==> config.mk <==
export PLATFORM = sky130hd
export DESIGN_NAME = ctl_seq_flat
export DESIGN_NICKNAME = d
export VERILOG_FILES = /design/src/rtl/ctl_seq_pkg.sv /design/src/rtl/ctl_seq_if.sv /design/src/rtl/ctl_seq_alu.sv /design/src/rtl/ctl_seq.sv /design/src/flat_wrapper.sv
export SDC_FILE = /design/constraint.sdc
export NUM_CORES = 1
export LEC_CHECK = 0
export CAP_MARGIN = 0
export CORE_MARGIN = 2
export CORE_UTILIZATION = 55
export CTS_CLUSTER_SIZE = 40
export DETAILED_ROUTE_END_ITERATION = 12
export GPL_ROUTABILITY_DRIVEN = 0
export MAX_ROUTING_LAYER = met4
export PLACE_DENSITY = 0.87
export SETUP_SLACK_MARGIN = 0.5
export SLEW_MARGIN = 5
export SYNTH_ARGS = -nofsm -noshare
export SYNTH_HDL_FRONTEND = slang
export SYNTH_SLANG_ARGS = --single-unit
==> constraint.sdc <==
create_clock -name clk_i -period 13.59 [get_ports clk_i]
set_input_delay 2.0385 -clock clk_i [delete_from_list [all_inputs] [get_ports clk_i]]
set_output_delay 2.0385 -clock clk_i [all_outputs]
set_load 0.01 [all_outputs]
==> src/rtl/ctl_seq_pkg.sv <==
// ctl_seq_pkg: shared types and constants for the ctl_seq instruction sequencer.
//   reg_t        - register index (8-bit, matches the rd/rs1/rs2 instruction fields)
//   OPCODE_*     - opcode encodings (instruction bits [7:0])
//   ctl_state_t  - sequencer FSM state encoding
//   inst_t       - field view of a 32-bit instruction word
package ctl_seq_pkg;

  typedef logic [7:0] reg_t;

  localparam logic [7:0] OPCODE_NOP  = 8'h00;
  localparam logic [7:0] OPCODE_HLT  = 8'h01;
  localparam logic [7:0] OPCODE_IMOV = 8'h02;
  localparam logic [7:0] OPCODE_MOV  = 8'h03;
  localparam logic [7:0] OPCODE_ADD  = 8'h04;
  // Only decoded when CTL_SEQ_BRANCH_EN is defined; otherwise they are illegal.
  localparam logic [7:0] OPCODE_JMP  = 8'h05;
  localparam logic [7:0] OPCODE_BEQZ = 8'h06;

  typedef enum logic [2:0] {
    StFetch  = 3'd0,
    StDecode = 3'd1,
    StRd1    = 3'd2,
    StRd2    = 3'd3,
    StExec   = 3'd4,
    StHalt   = 3'd5
  } ctl_state_t;

  // imm16 is {rs2, rs1}; JMP offset is {rs2, rs1, rd}.
  typedef struct packed {
    logic [7:0] rs2;
    logic [7:0] rs1;
    reg_t       rd;
    logic [7:0] opcode;
  } inst_t;

endpackage

==> src/rtl/ctl_seq_if.sv <==
// ctl_seq_if: instruction-fetch and register-file bus of the ctl_seq sequencer.
//   Fetch:   inst_req_o, inst_valid_i, inst_i[31:0], pc_o[PC_LEN-1:0]
//   RF read: reg_rd_id_o (reg_t), reg_value_i[WORD_LEN-1:0] (combinational return)
//   RF wr:   reg_write_en_o, reg_id_o (reg_t), reg_value_o[WORD_LEN-1:0]
// Signal suffixes are from the sequencer's point of view.
//   master - the sequencer core
//   slave  - instruction memory / register file side
interface ctl_seq_if #(
  parameter int unsigned WORD_LEN = 64,
  parameter int unsigned PC_LEN   = 32
);
  import ctl_seq_pkg::*;

  logic                inst_req_o;
  logic                inst_valid_i;
  logic [31:0]         inst_i;
  logic [PC_LEN-1:0]   pc_o;
  reg_t                reg_rd_id_o;
  logic [WORD_LEN-1:0] reg_value_i;
  logic                reg_write_en_o;
  reg_t                reg_id_o;
  logic [WORD_LEN-1:0] reg_value_o;

  modport master (
    output inst_req_o,
    input  inst_valid_i,
    input  inst_i,
    output pc_o,
    output reg_rd_id_o,
    input  reg_value_i,
    output reg_write_en_o,
    output reg_id_o,
    output reg_value_o
  );

  modport slave (
    input  inst_req_o,
    output inst_valid_i,
    output inst_i,
    input  pc_o,
    input  reg_rd_id_o,
    output reg_value_i,
    input  reg_write_en_o,
    input  reg_id_o,
    input  reg_value_o
  );

endinterface

==> src/rtl/ctl_seq_alu.sv <==
// ctl_seq_alu: combinational result selection for MOV/ADD.
//   op_add_i - 1: a_i + b_i (carry dropped), 0: pass a_i (MOV)
//   a_i, b_i - operands, WORD_LEN bits
//   result_o - write-back value, WORD_LEN bits
module ctl_seq_alu #(
  parameter int unsigned WORD_LEN = 64
) (
  input  logic                op_add_i,
  input  logic [WORD_LEN-1:0] a_i,
  input  logic [WORD_LEN-1:0] b_i,
  output logic [WORD_LEN-1:0] result_o
);

  always_comb begin
    result_o = a_i;
    if (op_add_i) begin
      result_o = a_i + b_i;
    end
  end

endmodule

==> src/rtl/ctl_seq.sv <==
// ctl_seq: multi-cycle instruction sequencer (fetch, decode, operand read, write-back).
//   clk_i     - clock, rising edge
//   reset_i   - asynchronous active-high reset
//   bus_io    - ctl_seq_if.master: fetch handshake, register read and write ports
//   halted_o  - high while halted (left only by reset)
//   illegal_o - one-cycle pulse while decoding an undefined opcode
// Optional feature: define CTL_SEQ_BRANCH_EN to add JMP and BEQZ.
// Latency from accept to the next fetch request: NOP/IMOV/JMP 2, MOV/BEQZ 3, ADD 4.
module ctl_seq
  import ctl_seq_pkg::*;
#(
  parameter int unsigned WORD_LEN = 64,
  parameter int unsigned PC_LEN   = 32
) (
  input  logic      clk_i,
  input  logic      reset_i,
  ctl_seq_if.master bus_io,
  output logic      halted_o,
  output logic      illegal_o
);

  ctl_state_t          state_q, state_d;
  logic [PC_LEN-1:0]   pc_q, pc_d;
  inst_t               inst_q, inst_d;
  logic [WORD_LEN-1:0] op_a_q, op_a_d;
  logic                wr_en_q, wr_en_d;
  reg_t                wr_id_q, wr_id_d;
  logic [WORD_LEN-1:0] wr_val_q, wr_val_d;

  reg_t                rd_id;
  logic                illegal;
  logic                alu_add;
  logic [WORD_LEN-1:0] alu_a;
  logic [WORD_LEN-1:0] alu_res;

`ifdef CTL_SEQ_BRANCH_EN
  localparam int unsigned ExtW = (PC_LEN > 26) ? PC_LEN : 26;

  logic [PC_LEN-1:0] fetch_pc_q, fetch_pc_d;
  logic [ExtW-1:0]   jmp_ext, beqz_ext;
  logic [PC_LEN-1:0] jmp_off, beqz_off;

  // Word offsets scaled to bytes, sign-extended then wrapped to the PC width.
  assign jmp_ext  = ExtW'($signed({inst_q[31:8], 2'b00}));
  assign beqz_ext = ExtW'($signed({inst_q[31:16], 2'b00}));
  assign jmp_off  = jmp_ext[PC_LEN-1:0];
  assign beqz_off = beqz_ext[PC_LEN-1:0];
`endif

  // Read select depends on state only, so the register file's combinational
  // return never loops back into this decision.
  always_comb begin
    rd_id = '0;
    unique case (state_q)
      StRd1: begin
        rd_id = inst_q.rs1;
`ifdef CTL_SEQ_BRANCH_EN
        if (inst_q.opcode == OPCODE_BEQZ) begin
          rd_id = inst_q.rd;
        end
`endif
      end
      StRd2:   rd_id = inst_q.rs2;
      default: rd_id = '0;
    endcase
  end

  // MOV passes the rs1 value read this cycle; ADD combines the latched A with rs2.
  always_comb begin
    alu_add = (state_q == StRd2);
    alu_a   = (state_q == StRd1) ? bus_io.reg_value_i : op_a_q;
  end

  ctl_seq_alu #(
    .WORD_LEN(WORD_LEN)
  ) u_alu (
    .op_add_i(alu_add),
    .a_i     (alu_a),
    .b_i     (bus_io.reg_value_i),
    .result_o(alu_res)
  );

  // Execution is folded into the last operand-read cycle: the write is
  // registered there and appears in the following FETCH cycle. StExec is
  // never entered and recovers to FETCH if it is ever seen.
  always_comb begin
    state_d  = state_q;
    pc_d     = pc_q;
    inst_d   = inst_q;
    op_a_d   = op_a_q;
    wr_en_d  = 1'b0;
    wr_id_d  = wr_id_q;
    wr_val_d = wr_val_q;
    illegal  = 1'b0;
`ifdef CTL_SEQ_BRANCH_EN
    fetch_pc_d = fetch_pc_q;
`endif

    unique case (state_q)
      StFetch: begin
        if (bus_io.inst_valid_i) begin
          inst_d  = bus_io.inst_i;
          pc_d    = pc_q + PC_LEN'(4);
          state_d = StDecode;
`ifdef CTL_SEQ_BRANCH_EN
          fetch_pc_d = pc_q;
`endif
        end
      end

      StDecode: begin
        case (inst_q.opcode)
          OPCODE_NOP: state_d = StFetch;
          OPCODE_HLT: state_d = StHalt;
          OPCODE_IMOV: begin
            wr_en_d  = 1'b1;
            wr_id_d  = inst_q.rd;
            wr_val_d = WORD_LEN'({inst_q.rs2, inst_q.rs1});
            state_d  = StFetch;
          end
          OPCODE_MOV, OPCODE_ADD: state_d = StRd1;
`ifdef CTL_SEQ_BRANCH_EN
          OPCODE_JMP: begin
            pc_d    = fetch_pc_q + jmp_off;
            state_d = StFetch;
          end
          OPCODE_BEQZ: state_d = StRd1;
`endif
          default: begin
            illegal = 1'b1;
            state_d = StFetch;
          end
        endcase
      end

      StRd1: begin
        op_a_d = bus_io.reg_value_i;
`ifdef CTL_SEQ_BRANCH_EN
        if (inst_q.opcode == OPCODE_BEQZ) begin
          if (bus_io.reg_value_i == '0) begin
            pc_d = fetch_pc_q + beqz_off;
          end
          state_d = StFetch;
        end else
`endif
        if (inst_q.opcode == OPCODE_ADD) begin
          state_d = StRd2;
        end else begin
          wr_en_d  = 1'b1;
          wr_id_d  = inst_q.rd;
          wr_val_d = alu_res;
          state_d  = StFetch;
        end
      end

      StRd2: begin
        wr_en_d  = 1'b1;
        wr_id_d  = inst_q.rd;
        wr_val_d = alu_res;
        state_d  = StFetch;
      end

      StHalt:  state_d = StHalt;
      default: state_d = StFetch;
    endcase
  end

  always_ff @(posedge clk_i or posedge reset_i) begin
    if (reset_i) begin
      state_q  <= StFetch;
      pc_q     <= '0;
      inst_q   <= '0;
      op_a_q   <= '0;
      wr_en_q  <= 1'b0;
      wr_id_q  <= '0;
      wr_val_q <= '0;
`ifdef CTL_SEQ_BRANCH_EN
      fetch_pc_q <= '0;
`endif
    end else begin
      state_q  <= state_d;
      pc_q     <= pc_d;
      inst_q   <= inst_d;
      op_a_q   <= op_a_d;
      wr_en_q  <= wr_en_d;
      wr_id_q  <= wr_id_d;
      wr_val_q <= wr_val_d;
`ifdef CTL_SEQ_BRANCH_EN
      fetch_pc_q <= fetch_pc_d;
`endif
    end
  end

  assign bus_io.inst_req_o     = (state_q == StFetch);
  assign bus_io.pc_o           = pc_q;
  assign bus_io.reg_rd_id_o    = rd_id;
  assign bus_io.reg_write_en_o = wr_en_q;
  assign bus_io.reg_id_o       = wr_id_q;
  assign bus_io.reg_value_o    = wr_val_q;
  assign halted_o              = (state_q == StHalt);
  assign illegal_o             = illegal;

endmodule

==> src/flat_wrapper.sv <==
// flat-port wrapper written by rule: the top's interface ports become plain ports
module ctl_seq_flat import ctl_seq_pkg::*;
#(
  parameter int unsigned WORD_LEN = 64,
  parameter int unsigned PC_LEN   = 32
)
  (clk_i, reset_i, halted_o, illegal_o, bus_io_inst_req_o, bus_io_inst_valid_i, bus_io_inst_i, bus_io_pc_o, bus_io_reg_rd_id_o, bus_io_reg_value_i, bus_io_reg_write_en_o, bus_io_reg_id_o, bus_io_reg_value_o);
  ctl_seq_if #(.WORD_LEN(WORD_LEN), .PC_LEN(PC_LEN)) bus_io_i ();
  input  logic clk_i;
  input  logic reset_i;
  output logic halted_o;
  output logic illegal_o;
  output wire logic [$bits(bus_io_i.inst_req_o)-1:0] bus_io_inst_req_o;
  input wire logic [$bits(bus_io_i.inst_valid_i)-1:0] bus_io_inst_valid_i;
  input wire logic [$bits(bus_io_i.inst_i)-1:0] bus_io_inst_i;
  output wire logic [$bits(bus_io_i.pc_o)-1:0] bus_io_pc_o;
  output wire logic [$bits(bus_io_i.reg_rd_id_o)-1:0] bus_io_reg_rd_id_o;
  input wire logic [$bits(bus_io_i.reg_value_i)-1:0] bus_io_reg_value_i;
  output wire logic [$bits(bus_io_i.reg_write_en_o)-1:0] bus_io_reg_write_en_o;
  output wire logic [$bits(bus_io_i.reg_id_o)-1:0] bus_io_reg_id_o;
  output wire logic [$bits(bus_io_i.reg_value_o)-1:0] bus_io_reg_value_o;
  assign bus_io_inst_req_o = bus_io_i.inst_req_o;
  assign bus_io_i.inst_valid_i = bus_io_inst_valid_i;
  assign bus_io_i.inst_i = bus_io_inst_i;
  assign bus_io_pc_o = bus_io_i.pc_o;
  assign bus_io_reg_rd_id_o = bus_io_i.reg_rd_id_o;
  assign bus_io_i.reg_value_i = bus_io_reg_value_i;
  assign bus_io_reg_write_en_o = bus_io_i.reg_write_en_o;
  assign bus_io_reg_id_o = bus_io_i.reg_id_o;
  assign bus_io_reg_value_o = bus_io_i.reg_value_o;
  ctl_seq #(.WORD_LEN(WORD_LEN), .PC_LEN(PC_LEN)) u_core (.clk_i(clk_i), .reset_i(reset_i), .bus_io(bus_io_i), .halted_o(halted_o), .illegal_o(illegal_o));
endmodule
; ---- Word level (Yosys, flattened, before mapping)
; Cells that the tools add are included.
[totals]
ff_bits = 204
out_inout_bits = 116
input_bits = 99
[classes]
n_reduce_logical = 7
mux = 18
add_sub_neg = 2
eq_ne = 11
[ops]
columns = cell, count
row1 = 64-bit 2-to-1 mux, 4
row2 = 64-bit case mux with 3 select lines, 1
row3 = 64-bit adder, 1
row4 = "32-bit by 3-bit adder with 32-bit output, second input constant", 1
row5 = 8-bit case mux with 3 select lines, 1
row6 = "8-bit by 2-bit == test with 1-bit output, second input constant", 2
row7 = 8-bit 2-to-1 mux, 2
row8 = 8-bit case mux with 2 select lines, 1
row9 = 3-bit case mux with 4 select lines, 1
row10 = "8-bit by 1-bit == test with 1-bit output, second input constant", 1
row11 = "8-bit by 3-bit == test with 1-bit output, second input constant", 1
row12 = 8-bit logical NOT, 1
row13 = "3-bit by 2-bit == test with 1-bit output, second input constant", 2
row14 = 3-bit case mux with 2 select lines, 1
row15 = 5-bit OR reduction, 1
row16 = 1-bit 2-to-1 mux, 4
row17 = "2-bit inequality test, second input constant", 2
row18 = "3-bit by 1-bit == test with 1-bit output, second input constant", 1
row19 = "3-bit == test, second input constant", 1
row20 = 3-bit logical NOT, 1
row21 = 3-bit 2-to-1 mux, 1
row22 = 1-bit case mux with 3 select lines, 1
row23 = 3-bit AND reduction, 1
row24 = 3-bit nonzero test, 1
row25 = other kinds (4), 4

; ---- Longest topological paths before layout
; Gate-level depths: netlist of the first run.
[logic_depth]
ltp_word = 6
mapped_depth = 20
depth_no_buf = 18

; ---- Hierarchy
; From an unflattened synthesis of the first run, not the netlist that was laid out.
[unflattened]
hier_cells = 1254
area_unflattened_um2 = 12784.8
[modules_own_cells]
columns = mod, cells_per_inst, area_each_um2, instances, seq_area_each_um2
row1 = ctl_seq, 585, 8137.8, 1, 5054.8
row2 = ctl_seq_alu, 669, 4647.0, 1, 0.0

; ---- Worst setup path before layout of the first run
; OpenSTA, ideal clock, no wires.
[synth_path]
path_type = input to register
startpoint = input port bus_io_reg_value_i[1]
endpoint = register u_core.wr_val_q[58], in the netlist u_core.bus_io.reg_value_o[58]
stages = 14
setup_time_ns = 0.122
t_required_ns = 13.468
n_path_buf = 0
arrival_time_ns = 4.705
setup_slack_ns = 8.764
cell_sequence = inv_1 o21ai_0 inv_1 fa_1 nand3b_1 a211o_1 and3_1 o221ai_2 a211o_1 a31o_2 a31o_2 a21boi_2 nand4b_1 a32o_1
[synth_between]
elab_chain_len = 5
[synth_rtl]
columns = item, line_no
row1 = from (decl), flat_wrapper.sv:18  ; input wire logic [$bits(bus_io_i.reg_value_i)-1:0] bus_io_reg_value_i;
row2 = 64-bit 2-to-1 mux (*), ctl_seq.sv:71  ; alu_a = (state_q == StRd1) ? bus_io.reg_value_i : op_a_q;
row3 = via u_core.alu_a[1], ctl_seq.sv:33  ; logic [WORD_LEN-1:0] alu_a;
row4 = 64-bit adder (*), ctl_seq_alu.sv:17  ; result_o = a_i + b_i;
row5 = 64-bit 2-to-1 mux (*), ctl_seq_alu.sv:16  ; if (op_add_i) begin
row6 = 64-bit 2-to-1 mux, ctl_seq.sv:146  ; if (inst_q.opcode == OPCODE_ADD) begin
row7 = 64-bit case mux with 3 select lines (*), ctl_seq.sv:99  ; unique case (state_q)
row8 = to (signal assigned), ctl_seq.sv:187  ; wr_val_q <= wr_val_d;
row9 = to (decl), ctl_seq.sv:28  ; logic [WORD_LEN-1:0] wr_val_q, wr_val_d;
; Mark *: on every way through the listed nets, which the timed path passes. The rest lies on a longest branch. The select of a mux whose other input is x is not followed.
; A chain may end at the register's enable or synchronous reset.

; ---- Worst setup path after layout of the first run
; Same ends and word-level chain as after synthesis.

==> impl_metrics.tcl, run 1 <==
set metrics [dict create \
    die_h_um 156 \
    post_cts_buffers 0 \
    finalSetupViolCount 0 \
    p_per_area_nw_per_um2 209 \
    design.core.area_sq_um 22600 \
    antenna_found_initial 2 \
    startpoint_type "primary input" \
    layout-drive-gt1-share_pct 6.71 \
    viasPerCell 6.09 \
    io_pins 215 \
    critPathCaptureType "flip-flop" \
    area_growth_pct 23.9 \
    slowest_stage "clkdlybuf4s50_1" \
    setup_ws_ns 8.19 \
    drc_errors 0 \
    grt_max_degree 114 \
    clk_latency_ns 0.53 \
    wirelength_um 37400 \
    hold_slack_ns 0.467 \
    critPathBufInv 3 \
    utilization_pct 69.4 \
    htreeDepth 1 \
    vias 11800 \
    cts.sinks 202 \
    fin_worst_skew_ns 0.0104 \
    ys_warn_count 0 \
    maxCapViolCount 0 \
    ys_types 74 \
    slew_viol_final 0 \
    status "completed" \
    grt_pass1_vias 11800 \
    rsz0062_at_grt "no" \
    port_buffers 212 \
    synth-edff-count 0 \
    ys_seq_elements 202 \
    path_delay_family "compound AO/OA/AOI/OAI gates" \
    die_w_um 156 \
    cts_tree "built" \
    wire_per_inst_um 19.3 \
    final_common_cell "nand2_1" \
    clock.fmax_ghz 0.185 \
    ys_seq_area_share_pct 40.0 \
    worstPathArrival_ns 5.81 \
    cts.repair.resized 0 \
    layout.nets 1815 \
    cts-root-buf "clkbuf_16" \
    dieArea_sq_um 24200 \
    crit_chain "clkdlybuf4s50_1 > inv_1 > o21ai_0 > inv_1 > fa_1 > nand3b_1 > a211o_1 > and3_1 > o221ai_2 > a211o_1 > a31o_2 > a31o_2 > a21boi_2 > nand4b_1 > a32o_1" \
    pre_cts_ws_ns 7.75 \
    grt_pass1_wl_um 59700 \
    synth.avg_cell_area_sq_um 8.61 \
    synth-main-ff-cell "dfrtp_1" \
    tightest_slew_ns 1.11 \
    fin_crit_sh_pct 39.7 \
    hold_class "flip-flop to flip-flop" \
    hold_violations 0 \
    slowest_delay_ns 0.51 \
    p_leak_nw 6.75 \
    fillers 1700 \
    relSlewSlack_pct 25.7 \
    postCtsHoldBufs 0 \
    clk_pin_slew_ns 0.06 \
    clk_path_buf_depth 3 \
    rows 55 \
    grt.total_usage_pct 31.3 \
    drtPass1Iterations 7 \
    gr-total-overflow 0 \
    crit_type "primary input to flip-flop" \
    ys_async_sr_fraction_pct 100 \
    syn_inst 1468 \
    drtIter0Drc 1182 \
    dp.final_hpwl_um 26400 \
    critPathMaxFanout 6 \
    crit_required_ns 14.01 \
    fin_tns_setup_ns 0 \
    irDropWorstVdd_mv 0.124 \
    mostFrequentLayoutCells "nand2_1, clkdlybuf4s50_1, dfrtp_1" \
    netlist_area_sq_um 12600 \
    min_period_ns 5.40 \
    start_util_pct 56.0 \
    cts_buffers 23 \
    drtAntennaViolNets 0 \
]
## final cells by class
cell class	instances	area, sq um	area share [%]
clock buffers	35	691	4.41
repair buffers	221	2190	14.0
multi-input cells	1171	7230	46.2
flip-flops and latches	202	5060	32.3
well taps	285	357	2.28
inverters	22	90.1	0.575
clock inverters	4	37.5	0.240
diodes	2	5.00	0.0320
## path summary, 6_finish.rpt
kind | start | to | cells past startpoint | slack (ns)
max reg2reg | u_core.state_q[2] | u_core.bus_io.reg_value_o[58] | 20 | 8.34
min in group asynchronous | reset_i | u_core.op_a_q[4] | 2 | 2.08
max | bus_io_reg_value_i[1] | u_core.bus_io.reg_value_o[58] | 15 | 8.19
max in group asynchronous | reset_i | u_core.inst_q[4] | 3 | 9.91
min reg2reg | u_core.inst_q[12] | u_core.bus_io.reg_id_o[4] | 2 | 0.47
min | u_core.inst_q[12] | u_core.bus_io.reg_id_o[4] | 2 | 0.47
## power by group
group          switching [W]  total [W]  internal (W)
Combinational        0.00102    0.00175      0.000728
Sequential          0.000117   0.000920      0.000803
Clock               0.000255   0.000605      0.000350
## worst reg2reg max path, cell delays in order (launching register included)
cell and delay [ns]:
dfrtp_1 0.48, inv_1 0.15, nand2_1 0.06, buf_4 0.30
nor2_4 0.47, buf_4 0.58, nand2_1 0.13, nand2_1 0.10
ha_1 0.16, inv_1 0.06, fa_1 0.41, nand3b_1 0.22
a211o_1 0.32, and3_1 0.22, o221ai_2 0.23, a211o_1 0.19
a31o_2 0.22, a31o_2 0.29, a21boi_2 0.13, nand4b_1 0.19
a32o_1 0.25
## logic make-up (layout without fill, tap and decap cells)
kind of cell,count (synthesis),after routing,synth area share (%)
mux,72,72,6.05
flops,202,202,40.0
other cells,1,4,0.0297
fa+ha+maj,75,75,7.49
simple gates,596,596,20.5
xor+xnor,82,82,5.68
buf+inv,96,282,2.99
compound gates,344,344,17.3
## synthesized netlist by cell type (26+ instances only)
library cell / n / area [sq um]
mux2_2: 35 / 394
xnor2_1: 56 / 490
o21ai_0: 82 / 410
nor2_1: 101 / 379
mux2i_1: 37 / 370
a21oi_1: 106 / 531
clkbuf_1: 57 / 214
dfrtp_1: 202 / 5050
ha_1: 74 / 926
xor2_1: 26 / 228
nand3_1: 33 / 165
a21o_1: 34 / 255
nand2_1: 352 / 1320
## sequential cells by signal, indices dropped and copies added (netlist names)
register                      flops
u_core.bus_io.pc_o               30
u_core.bus_io.reg_id_o            8
u_core.bus_io.reg_value_o        64
u_core.bus_io.reg_write_en_o      1
u_core.inst_q                    32
u_core.op_a_q                    64
u_core.state_q                    3
## stage by stage
step	area, sq um	power, W	instances
after detailed placement	14900	0.00262	1901
after CTS	15700	0.00325	1940
after global routing	15700	0.00348	1942
final	15700	0.00327	1942
after floorplan	12600	0.00210	1469
after global placement	14900	0.00256	1901
## per-layer routing
layer | GRT usage [%] | up-vias | wire length [um] | part of all wire, %
li1 | - | 5473 | - | -
met1 | 40.2 | 5629 | 15400 | 41
met2 | 49.3 | 590 | 17300 | 46
met3 | 5.00 | 128 | 2890 | 7.7
met4 | 14.3 | 0 | 1800 | 4.8
met5 | - | - | 0 | 0
Power figures use the tool's default switching activity.
==> run 2: changes to the inputs <==
CORE_UTILIZATION = 49   (was 55)
PLACE_DENSITY = 0.83   (was 0.87)
clock period = 4.5 ns   (was 13.59 ns; I/O delays follow)
==> impl_metrics.tcl, run 2 (synthesis results as in run 1) <==
set metrics [dict create \
    rrSetupSlack_ns 0.55 \
    layout.nets 1854 \
    grt_pass1_vias 11700 \
    gr-total-overflow 0 \
    rows 58 \
    path_delay_family "simple AND/OR/NAND/NOR gates" \
    drtPass1Iterations 5 \
    design.core.area_sq_um 25300 \
    worstPathArrival_ns 4.39 \
    wirelength_um 38500 \
    drtAntennaViolNets 0 \
    wire_per_inst_um 19.0 \
    use_met3_pct 3.94 \
    min_to "u_core.bus_io.reg_id_o[6]" \
    antenna_found_initial 0 \
    crit_chain "nor2b_4 > nand2_4 > buf_4 > nand2_1 > nand2_1 > ha_4 > nand4_1 > nor4_4 > or4b_4 > nor2_1 > and3b_2 > o21ai_4 > mux2i_1 > a2111o_1 > o211ai_2" \
    grt_util_met2_pct 46.8 \
    crit_required_ns 4.94 \
    multi_input_area_sq_um 7620 \
    clk_latency_ns 0.53 \
    mostFrequentLayoutCells "nand2_1, clkdlybuf4s50_1, dfrtp_1" \
    cts_buffers 24 \
    clock.fmax_ghz 0.253 \
    dieArea_sq_um 27100 \
    clk_pin_slew_ns 0.06 \
    grt_pass1_wl_um 59500 \
    port_buffers 212 \
    fin_tns_setup_ns 0 \
    die_w_um 165 \
    relSlewSlack_pct 36.8 \
    r2r-start "u_core.state_q[1]" \
    area_growth_pct 31.0 \
    grtUsageMet1_pct 35.3 \
    htreeDepth 1 \
    seq_area_sq_um 5060 \
    fin_worst_skew_ns 0.0154 \
    finalSetupViolCount 0 \
    status "completed" \
    slew_viol_final 0 \
    dp.final_hpwl_um 27300 \
    clk_path_buf_depth 3 \
    cts_tree "built" \
    ff2ff_path_depth 15 \
    critPathMaxFanout 20 \
    busiest_layer "met2" \
    tightest_slew_ns 0.945 \
    irDropWorstVdd_mv 0.329 \
    p_leak_nw 7.06 \
    critPathCaptureType "flip-flop" \
    postCtsHoldBufs 0 \
    fillers 1963 \
    hold_violations 0 \
    viasPerCell 5.94 \
    min_from "u_core.inst_q[14]" \
    vias 12100 \
    crit_type "flip-flop to flip-flop" \
    grt.total_usage_pct 28.3 \
    layout-drive-gt1-share_pct 12.0 \
    worst-path-stages 15 \
    slowest_delay_ns 0.54 \
    crit_path_frequent_cell "nand2_1" \
    fin_crit_sh_pct 87.7 \
    power.total_w 0.0106 \
    slowest_stage "or4b_4" \
    dp_cells 1961 \
    reg2reg_to "u_core.bus_io.reg_value_o[51]" \
    cts-root-buf "clkbuf_16" \
    startpoint_type "flip-flop" \
    die_h_um 165 \
    start_util_pct 50.0 \
    cts.sinks 202 \
    p_per_area_nw_per_um2 641 \
    stdcell_count 2028 \
    drtIter0Drc 1157 \
    drc_errors 0 \
    io_pins 215 \
    rsz0062_at_grt "no" \
    hold_class "flip-flop to flip-flop" \
    hold_slack_ns 0.469 \
    maxCapViolCount 0 \
    min_path_cells 2 \
    min_period_ns 3.95 \
    critPathBufInv 1 \
    final_common_cell "nand2_1" \
    grt_max_degree 48 \
]
## run 2: cell types whose count changed in the layout (fill, tap and decap cells not counted), moves of 4 or more
cell	previous run	this run
a21oi_1	106	97
a21oi_2	4	10
buf_4	9	42
bufinv_16	0	4
ha_1	74	59
ha_2	0	5
ha_4	0	10
## run 2: tightest hold or removal path, delay by kind of cell (launching register included)
kind	cells	cell delay, ns
flops	1	0.34
simple gates	2	0.10
## run 2: routing by layer
layer / vias to the layer above / routed length, um
met1: 5794 / 15200
met2: 563 / 18800
met3: 124 / 2960
met4: 0 / 1560
met5: - / 0
li1: 5574 / -
## run 2: report_power, final
group / internal (W) / total, W / switching (W)
registers: 0.00242 / 0.00277 / 0.000349
clock network: 0.00129 / 0.00209 / 0.000802
logic: 0.00248 / 0.00574 / 0.00327
## run 2: worst max-delay path by stage
stage	start	to
2_1_floorplan	u_core.state_q[1]	u_core.bus_io.reg_value_o[58]
3_3_place_gp	bus_io_reg_value_i[1]	u_core.bus_io.reg_value_o[58]
3_5_place_dp	u_core.state_q[1]	u_core.bus_io.reg_value_o[59]
4_1_cts	u_core.state_q[2]	u_core.bus_io.reg_value_o[59]
5_1_grt	u_core.state_q[2]	u_core.bus_io.reg_value_o[48]
6_report	u_core.state_q[1]	u_core.bus_io.reg_value_o[51]
## run 2: area by class of cell
| class | instances | area share (%) |
|---|---|---|
| Multi-Input combinational cell | 1171 | 46.0 |
| Sequential cell | 202 | 30.6 |
| Timing Repair Buffer | 259 | 15.2 |
| Clock buffer | 32 | 4.11 |
| Tap cell | 330 | 2.49 |
| Clock inverter | 11 | 1.05 |
| Inverter | 22 | 0.521 |
| Antenna cell | 1 | 0.0151 |
## run 2: what timing repair did
action	CTS	global route
pin swaps	5	21
gates resized for setup	26	52
setup buffers	7	16
endpoints found under the setup margin	16	27
cloned	0	0
## run 2: stage by stage
step / utilization, % / area (sq um) / setup slack (ns)
global route: 65.5 / 16600 / 0.442
finish: 65.6 / 16600 / 0.554
CTS: 63.9 / 16100 / 0.418
floorplan: - / 12700 / 0.490
global placement: 59.8 / 15100 / 0.219
detailed placement: 59.8 / 15100 / 0.125
